==> config.mk <==
export PLATFORM = sky130hd
export DESIGN_NAME = axi_lite_arbiter
export DESIGN_NICKNAME = d
export VERILOG_FILES = /design/src/rtl/axi_lite_arbiter.sv
export SDC_FILE = /design/constraint.sdc
export NUM_CORES = 1
export LEC_CHECK = 0
export ABC_CLOCK_PERIOD_IN_PS = 3000
export CAP_MARGIN = 20
export CORE_AREA = 2 2 179 181
export CTS_CLUSTER_SIZE = 12
export DETAILED_ROUTE_END_ITERATION = 10
export DIE_AREA = 0 0 181 183
export GPL_ROUTABILITY_DRIVEN = 0
export GPL_TIMING_DRIVEN = 1
export PLACE_DENSITY = 0.48
export SLEW_MARGIN = 15
export SYNTH_ARGS = -nofsm -noshare
export SYNTH_HDL_FRONTEND = slang
export SYNTH_SLANG_ARGS = --single-unit
==> constraint.sdc <==
create_clock -name xdma_axi_aclk -period 3 [get_ports xdma_axi_aclk]
set_input_delay 0.3 -clock xdma_axi_aclk [delete_from_list [all_inputs] [get_ports xdma_axi_aclk]]
set_output_delay 0.3 -clock xdma_axi_aclk [all_outputs]
set_load 0.01 [all_outputs]
==> src/rtl/axi_lite_arbiter.sv <==
`default_nettype none
// ============================================================================
// Module : axi_lite_arbiter
// Two-requester round-robin arbiter sharing one AXI4-Lite manager port.
// Rev    : 1.0
// ============================================================================
module axi_lite_arbiter #(
  parameter int ADDR_WIDTH = 32,
  parameter int DATA_WIDTH = 32
) (
  input  logic                      xdma_axi_aclk,
  input  logic                      xdma_axi_aresetn,
  // requester 0
  input  logic                      S0_AXI_LITE_awvalid,
  input  logic [ADDR_WIDTH-1:0]     S0_AXI_LITE_awaddr,
  input  logic [2:0]                S0_AXI_LITE_awprot,
  output logic                      S0_AXI_LITE_awready,
  input  logic                      S0_AXI_LITE_wvalid,
  input  logic [DATA_WIDTH-1:0]     S0_AXI_LITE_wdata,
  input  logic [DATA_WIDTH/8-1:0]   S0_AXI_LITE_wstrb,
  output logic                      S0_AXI_LITE_wready,
  output logic                      S0_AXI_LITE_bvalid,
  output logic [1:0]                S0_AXI_LITE_bresp,
  input  logic                      S0_AXI_LITE_bready,
  input  logic                      S0_AXI_LITE_arvalid,
  input  logic [ADDR_WIDTH-1:0]     S0_AXI_LITE_araddr,
  input  logic [2:0]                S0_AXI_LITE_arprot,
  output logic                      S0_AXI_LITE_arready,
  output logic                      S0_AXI_LITE_rvalid,
  output logic [DATA_WIDTH-1:0]     S0_AXI_LITE_rdata,
  output logic [1:0]                S0_AXI_LITE_rresp,
  input  logic                      S0_AXI_LITE_rready,
  // requester 1
  input  logic                      S1_AXI_LITE_awvalid,
  input  logic [ADDR_WIDTH-1:0]     S1_AXI_LITE_awaddr,
  input  logic [2:0]                S1_AXI_LITE_awprot,
  output logic                      S1_AXI_LITE_awready,
  input  logic                      S1_AXI_LITE_wvalid,
  input  logic [DATA_WIDTH-1:0]     S1_AXI_LITE_wdata,
  input  logic [DATA_WIDTH/8-1:0]   S1_AXI_LITE_wstrb,
  output logic                      S1_AXI_LITE_wready,
  output logic                      S1_AXI_LITE_bvalid,
  output logic [1:0]                S1_AXI_LITE_bresp,
  input  logic                      S1_AXI_LITE_bready,
  input  logic                      S1_AXI_LITE_arvalid,
  input  logic [ADDR_WIDTH-1:0]     S1_AXI_LITE_araddr,
  input  logic [2:0]                S1_AXI_LITE_arprot,
  output logic                      S1_AXI_LITE_arready,
  output logic                      S1_AXI_LITE_rvalid,
  output logic [DATA_WIDTH-1:0]     S1_AXI_LITE_rdata,
  output logic [1:0]                S1_AXI_LITE_rresp,
  input  logic                      S1_AXI_LITE_rready,
  // shared manager port
  output logic                      M_AXI_LITE_awvalid,
  output logic [ADDR_WIDTH-1:0]     M_AXI_LITE_awaddr,
  output logic [2:0]                M_AXI_LITE_awprot,
  input  logic                      M_AXI_LITE_awready,
  output logic                      M_AXI_LITE_wvalid,
  output logic [DATA_WIDTH-1:0]     M_AXI_LITE_wdata,
  output logic [DATA_WIDTH/8-1:0]   M_AXI_LITE_wstrb,
  input  logic                      M_AXI_LITE_wready,
  input  logic                      M_AXI_LITE_bvalid,
  input  logic [1:0]                M_AXI_LITE_bresp,
  output logic                      M_AXI_LITE_bready,
  output logic                      M_AXI_LITE_arvalid,
  output logic [ADDR_WIDTH-1:0]     M_AXI_LITE_araddr,
  output logic [2:0]                M_AXI_LITE_arprot,
  input  logic                      M_AXI_LITE_arready,
  input  logic                      M_AXI_LITE_rvalid,
  input  logic [DATA_WIDTH-1:0]     M_AXI_LITE_rdata,
  input  logic [1:0]                M_AXI_LITE_rresp,
  output logic                      M_AXI_LITE_rready,
  // status
  output logic [1:0]                grant,
  output logic                      busy
);

  localparam int STRB_WIDTH = DATA_WIDTH / 8;

  typedef enum logic [2:0] {
    IDLE    = 3'd0,
    WR_ADDR = 3'd1,
    WR_RESP = 3'd2,
    RD_ADDR = 3'd3,
    RD_DATA = 3'd4
  } state_t;

  state_t     state, state_nxt;
  logic [1:0] grant_q, grant_nxt;
  logic       last_q, last_nxt;
  logic       aw_done, aw_done_nxt;
  logic       w_done, w_done_nxt;

  // requester inputs gathered into index-able vectors
  logic [1:0]                  s_awvalid, s_wvalid, s_bready, s_arvalid, s_rready;
  logic [1:0][ADDR_WIDTH-1:0]  s_awaddr, s_araddr;
  logic [1:0][2:0]             s_awprot, s_arprot;
  logic [1:0][DATA_WIDTH-1:0]  s_wdata;
  logic [1:0][STRB_WIDTH-1:0]  s_wstrb;

  assign s_awvalid = {S1_AXI_LITE_awvalid, S0_AXI_LITE_awvalid};
  assign s_wvalid  = {S1_AXI_LITE_wvalid,  S0_AXI_LITE_wvalid};
  assign s_bready  = {S1_AXI_LITE_bready,  S0_AXI_LITE_bready};
  assign s_arvalid = {S1_AXI_LITE_arvalid, S0_AXI_LITE_arvalid};
  assign s_rready  = {S1_AXI_LITE_rready,  S0_AXI_LITE_rready};
  assign s_awaddr  = {S1_AXI_LITE_awaddr,  S0_AXI_LITE_awaddr};
  assign s_araddr  = {S1_AXI_LITE_araddr,  S0_AXI_LITE_araddr};
  assign s_awprot  = {S1_AXI_LITE_awprot,  S0_AXI_LITE_awprot};
  assign s_arprot  = {S1_AXI_LITE_arprot,  S0_AXI_LITE_arprot};
  assign s_wdata   = {S1_AXI_LITE_wdata,   S0_AXI_LITE_wdata};
  assign s_wstrb   = {S1_AXI_LITE_wstrb,   S0_AXI_LITE_wstrb};

  logic [1:0] req;
  logic       pick;
  logic       sel;

  assign req = s_awvalid | s_arvalid;
  // on a tie the requester that was not served last wins
  assign pick = (req == 2'b11) ? ~last_q : req[1];
  assign sel  = grant_q[1];

  // forwarded responses toward the granted requester
  logic                  fwd_awready, fwd_wready, fwd_bvalid, fwd_arready, fwd_rvalid;
  logic [1:0]            fwd_bresp, fwd_rresp;
  logic [DATA_WIDTH-1:0] fwd_rdata;

  always_ff @(posedge xdma_axi_aclk or negedge xdma_axi_aresetn) begin
    if (!xdma_axi_aresetn) begin
      state   <= IDLE;
      grant_q <= 2'b00;
      last_q  <= 1'b1;
      aw_done <= 1'b0;
      w_done  <= 1'b0;
    end else begin
      state   <= state_nxt;
      grant_q <= grant_nxt;
      last_q  <= last_nxt;
      aw_done <= aw_done_nxt;
      w_done  <= w_done_nxt;
    end
  end

  always_comb begin
    state_nxt   = state;
    grant_nxt   = grant_q;
    last_nxt    = last_q;
    aw_done_nxt = aw_done;
    w_done_nxt  = w_done;

    M_AXI_LITE_awvalid = 1'b0;
    M_AXI_LITE_wvalid  = 1'b0;
    M_AXI_LITE_bready  = 1'b0;
    M_AXI_LITE_arvalid = 1'b0;
    M_AXI_LITE_rready  = 1'b0;

    fwd_awready = 1'b0;
    fwd_wready  = 1'b0;
    fwd_bvalid  = 1'b0;
    fwd_bresp   = 2'b00;
    fwd_arready = 1'b0;
    fwd_rvalid  = 1'b0;
    fwd_rdata   = '0;
    fwd_rresp   = 2'b00;

    case (state)
      IDLE: begin
        if (|req) begin
          grant_nxt = pick ? 2'b10 : 2'b01;
          state_nxt = s_awvalid[pick] ? WR_ADDR : RD_ADDR;
        end
      end

      WR_ADDR: begin
        M_AXI_LITE_awvalid = s_awvalid[sel] & ~aw_done;
        M_AXI_LITE_wvalid  = s_wvalid[sel] & ~w_done;
        fwd_awready        = M_AXI_LITE_awready & ~aw_done;
        fwd_wready         = M_AXI_LITE_wready & ~w_done;
        aw_done_nxt        = aw_done | (M_AXI_LITE_awvalid & M_AXI_LITE_awready);
        w_done_nxt         = w_done | (M_AXI_LITE_wvalid & M_AXI_LITE_wready);
        if (aw_done_nxt && w_done_nxt) begin
          state_nxt   = WR_RESP;
          aw_done_nxt = 1'b0;
          w_done_nxt  = 1'b0;
        end
      end

      WR_RESP: begin
        M_AXI_LITE_bready = s_bready[sel];
        fwd_bvalid        = M_AXI_LITE_bvalid;
        fwd_bresp         = M_AXI_LITE_bresp;
        if (M_AXI_LITE_bvalid && s_bready[sel]) begin
          state_nxt = IDLE;
          grant_nxt = 2'b00;
          last_nxt  = sel;
        end
      end

      RD_ADDR: begin
        M_AXI_LITE_arvalid = s_arvalid[sel];
        fwd_arready        = M_AXI_LITE_arready;
        if (s_arvalid[sel] && M_AXI_LITE_arready) begin
          state_nxt = RD_DATA;
        end
      end

      RD_DATA: begin
        M_AXI_LITE_rready = s_rready[sel];
        fwd_rvalid        = M_AXI_LITE_rvalid;
        fwd_rdata         = M_AXI_LITE_rdata;
        fwd_rresp         = M_AXI_LITE_rresp;
        if (M_AXI_LITE_rvalid && s_rready[sel]) begin
          state_nxt = IDLE;
          grant_nxt = 2'b00;
          last_nxt  = sel;
        end
      end

      default: begin
        state_nxt = IDLE;
        grant_nxt = 2'b00;
      end
    endcase
  end

  // payloads follow the owner; they only matter while the matching valid is high
  assign M_AXI_LITE_awaddr = s_awaddr[sel];
  assign M_AXI_LITE_awprot = s_awprot[sel];
  assign M_AXI_LITE_wdata  = s_wdata[sel];
  assign M_AXI_LITE_wstrb  = s_wstrb[sel];
  assign M_AXI_LITE_araddr = s_araddr[sel];
  assign M_AXI_LITE_arprot = s_arprot[sel];

  logic [1:0]                 s_awready, s_wready, s_bvalid, s_arready, s_rvalid;
  logic [1:0][1:0]            s_bresp, s_rresp;
  logic [1:0][DATA_WIDTH-1:0] s_rdata;

  for (genvar n = 0; n < 2; n++) begin : g_sub
    assign s_awready[n] = grant_q[n] & fwd_awready;
    assign s_wready[n]  = grant_q[n] & fwd_wready;
    assign s_bvalid[n]  = grant_q[n] & fwd_bvalid;
    assign s_arready[n] = grant_q[n] & fwd_arready;
    assign s_rvalid[n]  = grant_q[n] & fwd_rvalid;
    assign s_bresp[n]   = grant_q[n] ? fwd_bresp : 2'b00;
    assign s_rresp[n]   = grant_q[n] ? fwd_rresp : 2'b00;
    assign s_rdata[n]   = grant_q[n] ? fwd_rdata : '0;
  end

  assign S0_AXI_LITE_awready = s_awready[0];
  assign S0_AXI_LITE_wready  = s_wready[0];
  assign S0_AXI_LITE_bvalid  = s_bvalid[0];
  assign S0_AXI_LITE_bresp   = s_bresp[0];
  assign S0_AXI_LITE_arready = s_arready[0];
  assign S0_AXI_LITE_rvalid  = s_rvalid[0];
  assign S0_AXI_LITE_rdata   = s_rdata[0];
  assign S0_AXI_LITE_rresp   = s_rresp[0];

  assign S1_AXI_LITE_awready = s_awready[1];
  assign S1_AXI_LITE_wready  = s_wready[1];
  assign S1_AXI_LITE_bvalid  = s_bvalid[1];
  assign S1_AXI_LITE_bresp   = s_bresp[1];
  assign S1_AXI_LITE_arready = s_arready[1];
  assign S1_AXI_LITE_rvalid  = s_rvalid[1];
  assign S1_AXI_LITE_rdata   = s_rdata[1];
  assign S1_AXI_LITE_rresp   = s_rresp[1];

  assign grant = grant_q;
  assign busy  = (state != IDLE);

endmodule
`default_nettype wire

==> results of run 1 <==
final timing paths:
path | end | slack, ns | cells past startpoint
max in group asynchronous | last_q$_DFFE_PN1P_ | 2.32 | 1
min | grant[1]$_DFFE_PN0P_ | 0.36 | 1
min reg2reg | w_done$_DFFE_PN0P_ | 0.53 | 1
min in group xdma_axi_aclk | w_done$_DFFE_PN0P_ | 0.53 | 1
max | S0_AXI_LITE_rdata[21] | 0.52 | 5
max reg2reg | state[0]$_DFFE_PN0P_ | 1.12 | 4
routing by layer:
metal / routed length (um) / vias up / global-route usage
li1: - / 1911 / -
met4: 229 / 0 / 0.0146
met2: 8970 / 217 / 0.185
met1: 6590 / 1744 / 0.108
met3: 1350 / 15 / 0.0234
met5: 0 / - / 0
sequential cells by signal, indices dropped and copies added (netlist names):
name / flops
grant: 2
aw_done: 1
state: 3
last_q: 1
w_done: 1
cell families (layout without fill, tap and decap cells):
kind of cell,after synthesis,count (layout),share of synthesized area
simple gates,121,121,0.289
compound gates,20,20,0.0680
flops,8,8,0.0816
mux,112,112,0.513
buf+inv,26,474,0.0492
layout make-up:
class,instances,area share
tap,402,0.0661
sequential,8,0.0270
clock buffer,4,0.0104
multi-input combinational,253,0.282
inverter,3,0.00148
timing repair buffer,467,0.613
cell usage after synthesis, types with 2 or more instances:
cell                         n
sky130_fd_sc_hd__inv_1       3
sky130_fd_sc_hd__nor4_1      2
sky130_fd_sc_hd__dfrtp_1     7
sky130_fd_sc_hd__a21oi_1     3
sky130_fd_sc_hd__nand2b_1    4
sky130_fd_sc_hd__or3_1       2
sky130_fd_sc_hd__nand2_1     9
sky130_fd_sc_hd__and3_1     12
sky130_fd_sc_hd__and2_1     73
sky130_fd_sc_hd__nor3_1      3
sky130_fd_sc_hd__nor2_1     10
sky130_fd_sc_hd__o21ai_0     2
sky130_fd_sc_hd__o22a_1      3
sky130_fd_sc_hd__mux2_4      2
sky130_fd_sc_hd__mux2i_1     3
sky130_fd_sc_hd__nand3_1     2
sky130_fd_sc_hd__clkbuf_1   10
sky130_fd_sc_hd__buf_2      10
sky130_fd_sc_hd__mux2_2    106
worst max-delay path: cells and delay by family (launching register included):
family	cells	cell delay, ns
buffers and inverters	2	0.82
AND/OR/NAND/NOR	3	0.61
flip-flops	1	0.49
through the flow:
stage	instance area, sq um	instances	setup slack [ns]	util	total power, mW
global placement	7530	1133	0.748	0.241	3.49
global route	7610	1137	0.359	0.244	3.92
floorplan	2470	287	1.37	-	1.80
detailed placement	7530	1133	0.765	0.241	3.48
CTS	7610	1137	0.507	0.244	3.74
finish	7610	1137	0.521	0.244	3.68
power by group through the flow:
stage                     clock network, mW  logic [mW]  registers [mW]
after floorplan                           0        1.61           0.197
after global placement                    0        3.23           0.265
after global routing                  0.245        3.39           0.280
final                                 0.231        3.18           0.264
after CTS                             0.234        3.24           0.269
after detailed placement                  0        3.22           0.268
cells in the final DEF (no fill, tap or decap), drive strengths merged, types with 4 or more instances in the layout:
cell / count
clkdlybuf4s50: 460
mux2: 109
and2: 73
and3: 13
nor2: 10
nand2: 9
dfrtp: 7
buf: 7
nand2b: 4
a21oi: 4
clkbuf: 4
==> summary by stage, run 1 <==
GRT
The wire length of the first global-routing pass is 24700 um. The residual overflow from global routing is 0. The maximum number of pins on one net before global-route repair is 70. The via count of the first global-routing pass is 4233.

For this run, the total global-route usage over all layers was measured as 0.0959. The number of antenna violations at the first check in global routing is 0.

Synth
The number of enable-type register cells in the synthesized netlist is 0. The synthesized area is 2470 sq um. The largest area contributor in the netlist is sky130_fd_sc_hd__mux2_2. After synthesis, the cell types taking the most area are sky130_fd_sc_hd__mux2_2 (48%), sky130_fd_sc_hd__and2_1 (19%), sky130_fd_sc_hd__dfrtp_1 (7.1%). Synthesis produced 287 cells.

The post-synthesis cell type count is 40. A synthesized cell averages 8.60 sq um. The number of warnings reported in the yosys synthesis log is 0. The number of nets produced by synthesis is 552. The share of flip-flops with an asynchronous set or reset is 1.00. The most used flip-flop cell after synthesis is sky130_fd_sc_hd__dfrtp_1.

The post-synthesis register bit count is 8. The fraction of post-synthesis cell area in the top cell type by area is 0.484. The sequential fraction of the synthesis area is 0.0816.

Die
461 I/O pins were placed. The floorplan step set the die height to 183 um. The die boundary width is 181 um. The die covers 33100 sq um. The initial utilization of the core area, before any placement, comes to 0.0790. After floorplanning, the core was divided into 65 placement rows.

The core region area is 31200 sq um.

Final layout
The diode insertion count for antenna repair is 0. In the final layout, flip-flops and latches occupy 205 sq um. Of the cells placed in the final design, the portion with a size suffix greater than 1 is 0.169.

The final layout net count is 1001. The area growth from synthesis to layout is 209%. The final-layout fill cell count is 3400.

In the final layout, the multi-input gates occupy 2140 sq um.

Drt
Dividing the detail-routed wire length by the instance count gives 15.1 um. Before antenna repair, the detailed router went through 4 iterations. The detail route stage leaves a number of antenna-violating nets equal to 0. The remaining design rule violation count is 0.

The final routed wirelength across all metal layers is 17100 um. The total via count in the routed design is 3887. The number of DRC violations after detailed-routing iteration 0 is 85. Dividing the detail-routed via count by the number of cells gives 3.42.

Power
The peak ir drop on the vdd network is 0.319 mV. For this design the ratio of total power to cell area is 483 nW/um^2. The static power due to leakage is 2.82 nW. Of the total power, registers draw 0.072. Of the total power, combinational logic draws 0.865. The internal power of the cells totals 2.27 mW. Summed over all nets, the switching power comes to 1.41 mW. The share of total power dissipated in the clock network is 0.063. Of the total power, the share spent switching nets is 0.382.

CTS
The later-pin clock latency in the skew report is 0.23 ns. The cell sitting at the root of the clock tree is a sky130_fd_sc_hd__clkbuf_16. The number of clock sinks is 8. The number of buffers added for setup after CTS is 0. TritonCTS built the clock tree. After clock tree synthesis, the clock-pin slew on the worst setup and hold paths is 0.04 ns. The longest clock path from root to sink contains 2 buffers.

The count of instances resized after the clock tree is built is 0. Counting the buffers created by CTS gives 3. The H-tree depth reported by CTS is 1. Hold repair after CTS inserted 0 buffers.

Timing
The relative slew slack is 0.719. The fmax is 0.403 GHz. Of the available clock period, the critical path in the final layout requires 0.826. The final hold violation count was 0. Setup repair after global routing left no endpoint under its margin.

The number of max-slew violations in the final report is 0. The time the worst path needs with I/O delays and setup is 2.48 ns. At the pin with the least slew margin, the transition time is 0.422 ns. On the final layout, the worst clock skew is 0.00396 ns. The hold slack is 0.360 ns.

Setup violations remaining at the end of the flow were counted as 0. Summed over all failing endpoints, the final setup total negative slack is 0 ns.

Worst setup path
Walking the worst path, the cells encountered are nor2_1 -> and3_1 -> buf_4 -> and2_1 -> clkdlybuf4s50_1. The worst setup path startpoint is state[1]$_DFFE_PN0P_. The kind of launch point of the worst setup path is a flip-flop. The maximum fanout encountered on the critical timing path is 34. In this run the critical register-to-register path is launched from grant[1]$_DFFE_PN0P_. The arrival time of data at the critical path endpoint is 2.18 ns.

The library cell contributing the largest single delay on the critical path is sky130_fd_sc_hd__clkdlybuf4s50_1. The critical path endpoint category is an output port. The worst setup path is of the flip-flop to output port kind.

The worst path required time is 2.70 ns. The delay of the slowest cell on the worst path is 0.55 ns.

Flow run
The number of max-cap violations is 0.

Place
Summed over all nets, the half-perimeter wirelength after detailed placement is 15000 um. The count of input and output buffers is 460.

Min path
The worst hold path belongs to the class input port to asynchronous set/reset pin.

Outcome
The flow ran to the end, and the final reports show no timing, DRC or antenna violations.
No activity file was read; power rests on OpenSTA's default activity.
==> run 2: changes to the inputs <==
Settings changed: ABC_CLOCK_PERIOD_IN_PS 3000 to 2200, CORE_AREA 2 2 179 181 to 2 2 181 183, DIE_AREA 0 0 181 183 to 0 0 183 185, PLACE_DENSITY 0.48 to 0.49.
Clock period 3 ns to 2.2 ns, I/O delays scaled along.
==> run 2 against run 1 <==
Against the previous run:
- final cell count grew 2.3%
- first-iteration DRC count grew 60%
- largest cell class unchanged
- final area grew 4.1%
- register-to-register slack lost 0.84 ns
- critical endpoint is now M_AXI_LITE_wdata[0]
- routed wire length grew 30%
- global-route usage grew 2.4 points
- critical path type unchanged
==> summary by stage, run 2 (synthesis results as in run 1) <==
Outcome
The flow ran to the end, and the final reports show no timing, DRC or antenna violations.

Timing
The final worst setup slack is 0.0423 ns (-0.479 ns). The final hold violation count is 0 (unchanged). Of the available clock period, the critical path in the final layout requires 0.981.

The final count of negative-setup-slack endpoints is 0 (unchanged). The number of max-slew violations in the final report was 0 (unchanged). The worst clock skew on the final layout was 0.00365 ns (-0.000319 ns). The hold slack is 0.287 ns (-0.0724 ns).

The fmax is 0.463 GHz. For the finished layout, the period the worst path requires is 2.16 ns. The transition time at the pin with the least slew margin is 0.417 ns (-0.00487 ns). The relative slew slack is 0.721 (+0.00237).

CTS
The clock transition at the registers of the reported paths is 0.04 ns (about the same). The number of clock sinks is 8 (unchanged). The TritonCTS clock tree is done. The clock tree buffer depth is 2 (unchanged).

The number of clock buffers inserted by TritonCTS is 3 (unchanged). The cell sitting at the root of the clock tree is a sky130_fd_sc_hd__clkbuf_16. The later-pin clock latency in the skew report came to 0.24 ns (about the same).

The H-tree depth reported by CTS was 1 (unchanged).

Die
The overall die area is 33900 sq um (+2.2%). The die boundary width is 183 um (+1.1%). The die extent in y came to 185 um (+1.1%).

The core region area is 32000 sq um (+2.6%). The starting density of the core came to 0.0770 (-0.00200). The number of rows in the core area is 66 (+1.5%). The count of boundary I/O pins was 461 (unchanged).

Worst setup path
The worst setup path is captured at an output port. The arrival time of data at the critical path endpoint is 1.94 ns (-0.24 ns). The kind of launch point of the worst setup path is a flip-flop. The category of the most critical setup path is flip-flop to output port. The worst path required time is 1.98 ns (-0.72 ns). The maximum fanout encountered on the critical timing path is 23 (-32%).

Final layout
Leaving out fill and tap cells, the most frequent cell in the layout is sky130_fd_sc_hd__clkdlybuf4s50_1. The top cell types in the final layout, fill and taps aside, are sky130_fd_sc_hd__clkdlybuf4s50_1 (439), sky130_fd_sc_hd__mux2_2 (106), sky130_fd_sc_hd__and2_1 (73). Compared with the post-synthesis result, the final layout area differs by 221%. The final layout net count is 1017 (+1.6%). The final-layout fill cell count is 3491 (+2.7%). The ratio of cells with drive above 1 in the final layout is 0.201 (+0.0324). The register with the most flip-flops is state.

The number of flip-flops under the largest register name is 3 (unchanged).

Flow run
The number of max-cap violations is 0 (unchanged).

Drt
The antenna violation net count after detailed routing was 0 (unchanged). The via-per-instance ratio was 3.46 (+1.2%). The routed length per placed instance is 19.2 um (+27%).

The number of iterations in the first detailed-routing pass is 6 (+2). The total via count in the routed design is 4025 (+3.6%). The number of DRC violations after detailed-routing iteration 0 is 136 (+60%). The remaining design rule violation count was 0 (unchanged). The final routed wirelength across all metal layers is 22300 um (+30%).

Place
The HPWL after detailed placement is 19500 um (+29%). The worst setup slack before clock tree synthesis is 0.0971 ns (-0.667 ns). The count of input and output buffers was 460 (unchanged).

GRT
The maximum number of pins on one net before global-route repair is 30 (-57%). The wire length of the first global-routing pass is 29700 um (+20%). The via count of the first global-routing pass was 4268 (+0.83%).

The number of antenna violations at the first check in global routing is 5 (+5). The residual overflow from global routing was 0 (unchanged). The overall global routing resource usage is 0.120 (+0.0239).

Power
The total power divided by cell area is 703 nW/um^2 (+45%). The static power due to leakage is 3.13 nW (+11%). The peak ir drop on the vdd network is 0.479 mV (+50%).

Min path
The kind of path behind the tightest hold check is input port to asynchronous set/reset pin.
run 2: cell types whose count changed in the layout (fill, tap and decap cells not counted), moves of 3 or more:
cell	previous run	this run
sky130_fd_sc_hd__diode_2	0	4
sky130_fd_sc_hd__buf_4	6	10
sky130_fd_sc_hd__dlymetal6s2s_1	0	14
sky130_fd_sc_hd__nor2_2	0	3
sky130_fd_sc_hd__clkdlybuf4s50_1	460	439
sky130_fd_sc_hd__dlygate4sd2_1	0	7
sky130_fd_sc_hd__nor2_1	10	6
sky130_fd_sc_hd__buf_6	0	7
run 2: critical path, stage by stage, from the launching register on:
cell,delay (ns)
sky130_fd_sc_hd__dfrtp_4,0.46
sky130_fd_sc_hd__buf_12,0.18
sky130_fd_sc_hd__buf_16,0.18
sky130_fd_sc_hd__mux2_2,0.34
sky130_fd_sc_hd__clkdlybuf4s50_1,0.50
run 2: path summary, 6_finish.rpt:
check,slack (ns),end,from,depth (start not counted)
max,0.04,M_AXI_LITE_wdata[0],grant[1]$_DFFE_PN0P_,4
min,0.29,state[0]$_DFFE_PN0P_,xdma_axi_aresetn,1
max reg2reg,0.28,state[1]$_DFFE_PN0P_,grant[1]$_DFFE_PN0P_,7
min reg2reg,0.57,w_done$_DFFE_PN0P_,w_done$_DFFE_PN0P_,1
max in group asynchronous,1.59,last_q$_DFFE_PN1P_,xdma_axi_aresetn,1
min in group xdma_axi_aclk,0.57,w_done$_DFFE_PN0P_,w_done$_DFFE_PN0P_,1
run 2: routing by layer:
metal | wire [um] | GRT usage | up-vias
met3 | 1910 | 0.0417 | 11
met4 | 249 | 0.0285 | 0
met2 | 11300 | 0.209 | 237
li1 | - | - | 1952
met1 | 8870 | 0.140 | 1825
met5 | 0 | 0 | -
run 2: what timing repair did:
item,in CTS,in global routing
buffers inserted,0,1
hold buffers,0,0
gates resized for setup,20,21
cloned,0,2
setup endpoints to repair,99,109
pin swaps,0,1
run 2: per-stage QoR:
stage                     TNS [ns]  instance area [sq um]  cells  utilization  power, mW
after floorplan                  0                   2470    287            -       2.46
after global routing      -0.00979                   7920   1163        0.247       5.95
after detailed placement         0                   7660   1152        0.239       5.04
after global placement           0                   7660   1152        0.239       5.09
after CTS                  -0.0863                   7780   1156        0.243       5.44
final                            0                   7920   1163        0.247       5.57
run 2: power breakdown:
| part | internal [mW] | total, mW | switching [mW] |
|---|---|---|---|
| Sequential | 0.232 | 0.336 | 0.104 |
| Combinational | 2.94 | 4.91 | 1.97 |
| Clock | 0.242 | 0.323 | 0.0804 |
run 2: cell type report:
class,count,area [sq um],share of cell area
Clock buffer,4,78.8,0.00995
Tap cell,408,510,0.0644
Sequential cell,8,208,0.0262
Inverter,3,11.3,0.00142
Timing Repair Buffer,483,4920,0.621
Multi-Input combinational cell,253,2180,0.275
Antenna cell,4,10.0,0.00126
==> patch: new RTL, flow settings as in run 2 <==
The parameter `ADDR_WIDTH` goes from 32 to 16.
--- a/src/rtl/axi_lite_arbiter.sv
+++ b/src/rtl/axi_lite_arbiter.sv
@@ -5,7 +5,7 @@
 // Rev    : 1.0
 // ============================================================================
 module axi_lite_arbiter #(
-  parameter int ADDR_WIDTH = 32,
+  parameter int ADDR_WIDTH = 16,
   parameter int DATA_WIDTH = 32
 ) (
   input  logic                      xdma_axi_aclk,
Interface: changed (6 resized); port bits go from 461 to 365. The function was not compared with the original's and may differ.
==> patch against run 2 <==
- first-iteration DRC count is 61% lower
- sequential cell count stayed put
- area after synthesis is 15% lower
- clock skew is 3.2 ps lower
- count of clock-buffer cells in the layout stayed put
- fmax is 0.15% higher
- routed wire length is 30% lower
- cell area is 17% lower
- setup slack better by 3.2 ps
- total power is 19% lower
- largest power group unchanged
==> patch: results (changes against run 2) <==
Outcome
  – Status: completed

Placement
  – IO buf count: 364 (-21%)
  – Post-place setup slack: 72.02 ps (-25.09 ps)
  – Detail Placement HPWL: 13,250 um (-32%)

Yosys
  – Ranking of synthesized cells by area: mux2_2, and2_1, dfrtp_1
  – Post-synthesis sequential area ratio: 9.561% (+1.4 points)
  – Synth cell types: 38 (-5.0%)
  – Net count after synthesis: 453 (-18%)
  – Yosys warning count: 0 (unchanged)
  – Post-synth top cells: mux2_2, and2_1, and3_1, nor2_1
  – Post-synth top flop: dfrtp_1
  – Async set or reset register ratio after synthesis: 100.0% (unchanged)
  – Avg Cell Area, Syn: 8.361 sq um (-2.7%)

CTS
  – H-tree lvl count: 1 (unchanged)
  – Clock latency on the worst-skew pair: 230 ps
  – CTS Buffer Depth: 2 (unchanged)
  – Num CTS Buffers: 3 (unchanged)
  – Root buffer cell: clkbuf_16
  – Hold Buf Count CTS: 0 (unchanged)
  – Clock-pin slew on the worst setup and hold paths: 40 ps (about the same)

Power
  – Worst VDD drop: 0.0004864 V (+1.6%)
  – Leakage dissipation: 0.002458 uW (-22%)

Timing
  – Slew HR: 74.64% (+2.5 points)
  – Setup Skew: 0.4730 ps (-3.173 ps)
  – Final-report hold violation count: 0 (unchanged)
  – Final setup viols: 0 (unchanged)

Global routing
  – Vias in the first global route: 3,265 (-24%)
  – Total track usage: 8.055% (-3.9 points)
  – First-pass GRT wire length: 20,570 um (-31%)
  – Initial antenna violation count: 0 (-5)
  – Pin count of the biggest net entering global routing: 35 (+17%)

Layout
  – Diode count: 0 (-4)
  – Final #Nets: 821 (-19%)
  – Largest register by flop count: state
  – Fillers: 3,539 (+1.4%)
  – Ratio of cells with drive above 1 in the final layout: 19.06% (-1.0 points)
  – Fin cells: 1,027 (-12%)
  – Max reg flops: 3 (unchanged)

Route
  – DR iter-0 viols: 53 (-61%)
  – ANT nets after route: 0 (unchanged)
  – Routed wire length: 15,670 um (-30%)
  – Initial DRT Pass Iterations: 4 (-2)
  – Via count: 3,371 (-16%)

Setup path
  – Worst r2r src: grant[1]
  – Reg2reg setup slack: 260 ps (-20 ps)
  – RR Endpoint: state[1]
  – Crit path DAT: 1930 ps
  – Worst R2R Path Depth: 6 (-1)
  – Crit-path max FO: 7 (-70%)

Hold path
  – Hold Crit Class: in2async

Floorplan
  – # rows: 66 (unchanged)
==> patch: cell families (layout without fill, tap and decap cells) <==
| logic type | count (synthesis) | in the layout | synth area share [%] |
|---|---|---|---|
| muxes | 80 | 80 | 42.76 |
| and+or+nand+nor | 121 | 121 | 33.79 |
| DFF | 8 | 8 | 9.561 |
| buffers and inverters | 23 | 390 | 5.522 |
| AOI/OAI and AO/OA | 20 | 20 | 8.373 |
==> patch: area by class of cell <==
cell class / count / share of cell area, %
well taps: 408 / 7.785
clock buffers: 4 / 1.202
repair buffers: 383 / 59.82
inverters: 3 / 0.1717
flip-flops and latches: 8 / 3.167
multi-input cells: 221 / 27.86
==> patch: worst max-delay path by stage <==
stage                     startpoint                    to  slack, ps  cells past startpoint
final                       grant[1]     M_AXI_LITE_rready         50                      3
after global routing        grant[1]     M_AXI_LITE_rready         -1                      3
after CTS                   state[2]    S1_AXI_LITE_wready         10                      5
after detailed placement    grant[1]    S1_AXI_LITE_bvalid         70                      4
after global placement      grant[1]  S1_AXI_LITE_bresp[1]         60                      4
after floorplan             grant[1]              state[1]        580                      6
==> patch: metal layers <==
metal  wire, um  share of wire (%)  track usage [%]
met5          0                  0                0
met4         93               0.59            1.120
met3       1072                6.8            1.337
met2       8477                 54            16.09
met1       6026                 38            9.033
==> patch: repair_timing <==
action,in CTS,in global routing
cloned,0,2
pin swaps,0,2
resized for setup,3,15
endpoints found under the setup margin,47,80
buffers inserted,3,0
==> patch: metrics by stage <==
step           util [%]  instance area (sq um)  TNS, ps  hold slack (ps)
3_3_place_gp      19.83                   6352        0            539.7
3_5_place_dp      19.83                   6352        0            538.8
5_1_grt           20.47                   6558   -2.140            308.5
4_1_cts           20.16                   6460        0            302.3
6_report          20.47                   6558        0            275.4
2_1_floorplan         -                   2107        0           -75.59
==> patch: power by group <==
part,switching [uW],internal [uW]
sequential,94.4,232
combinational,1540,2320
clock,78.7,242
total,1710,2790
==> patch: worst max-delay path: stages, from the launching register on <==
cell	delay (ps)
dfrtp_4	530
mux2_4	250
and3_1	320
clkdlybuf4s50_1	600
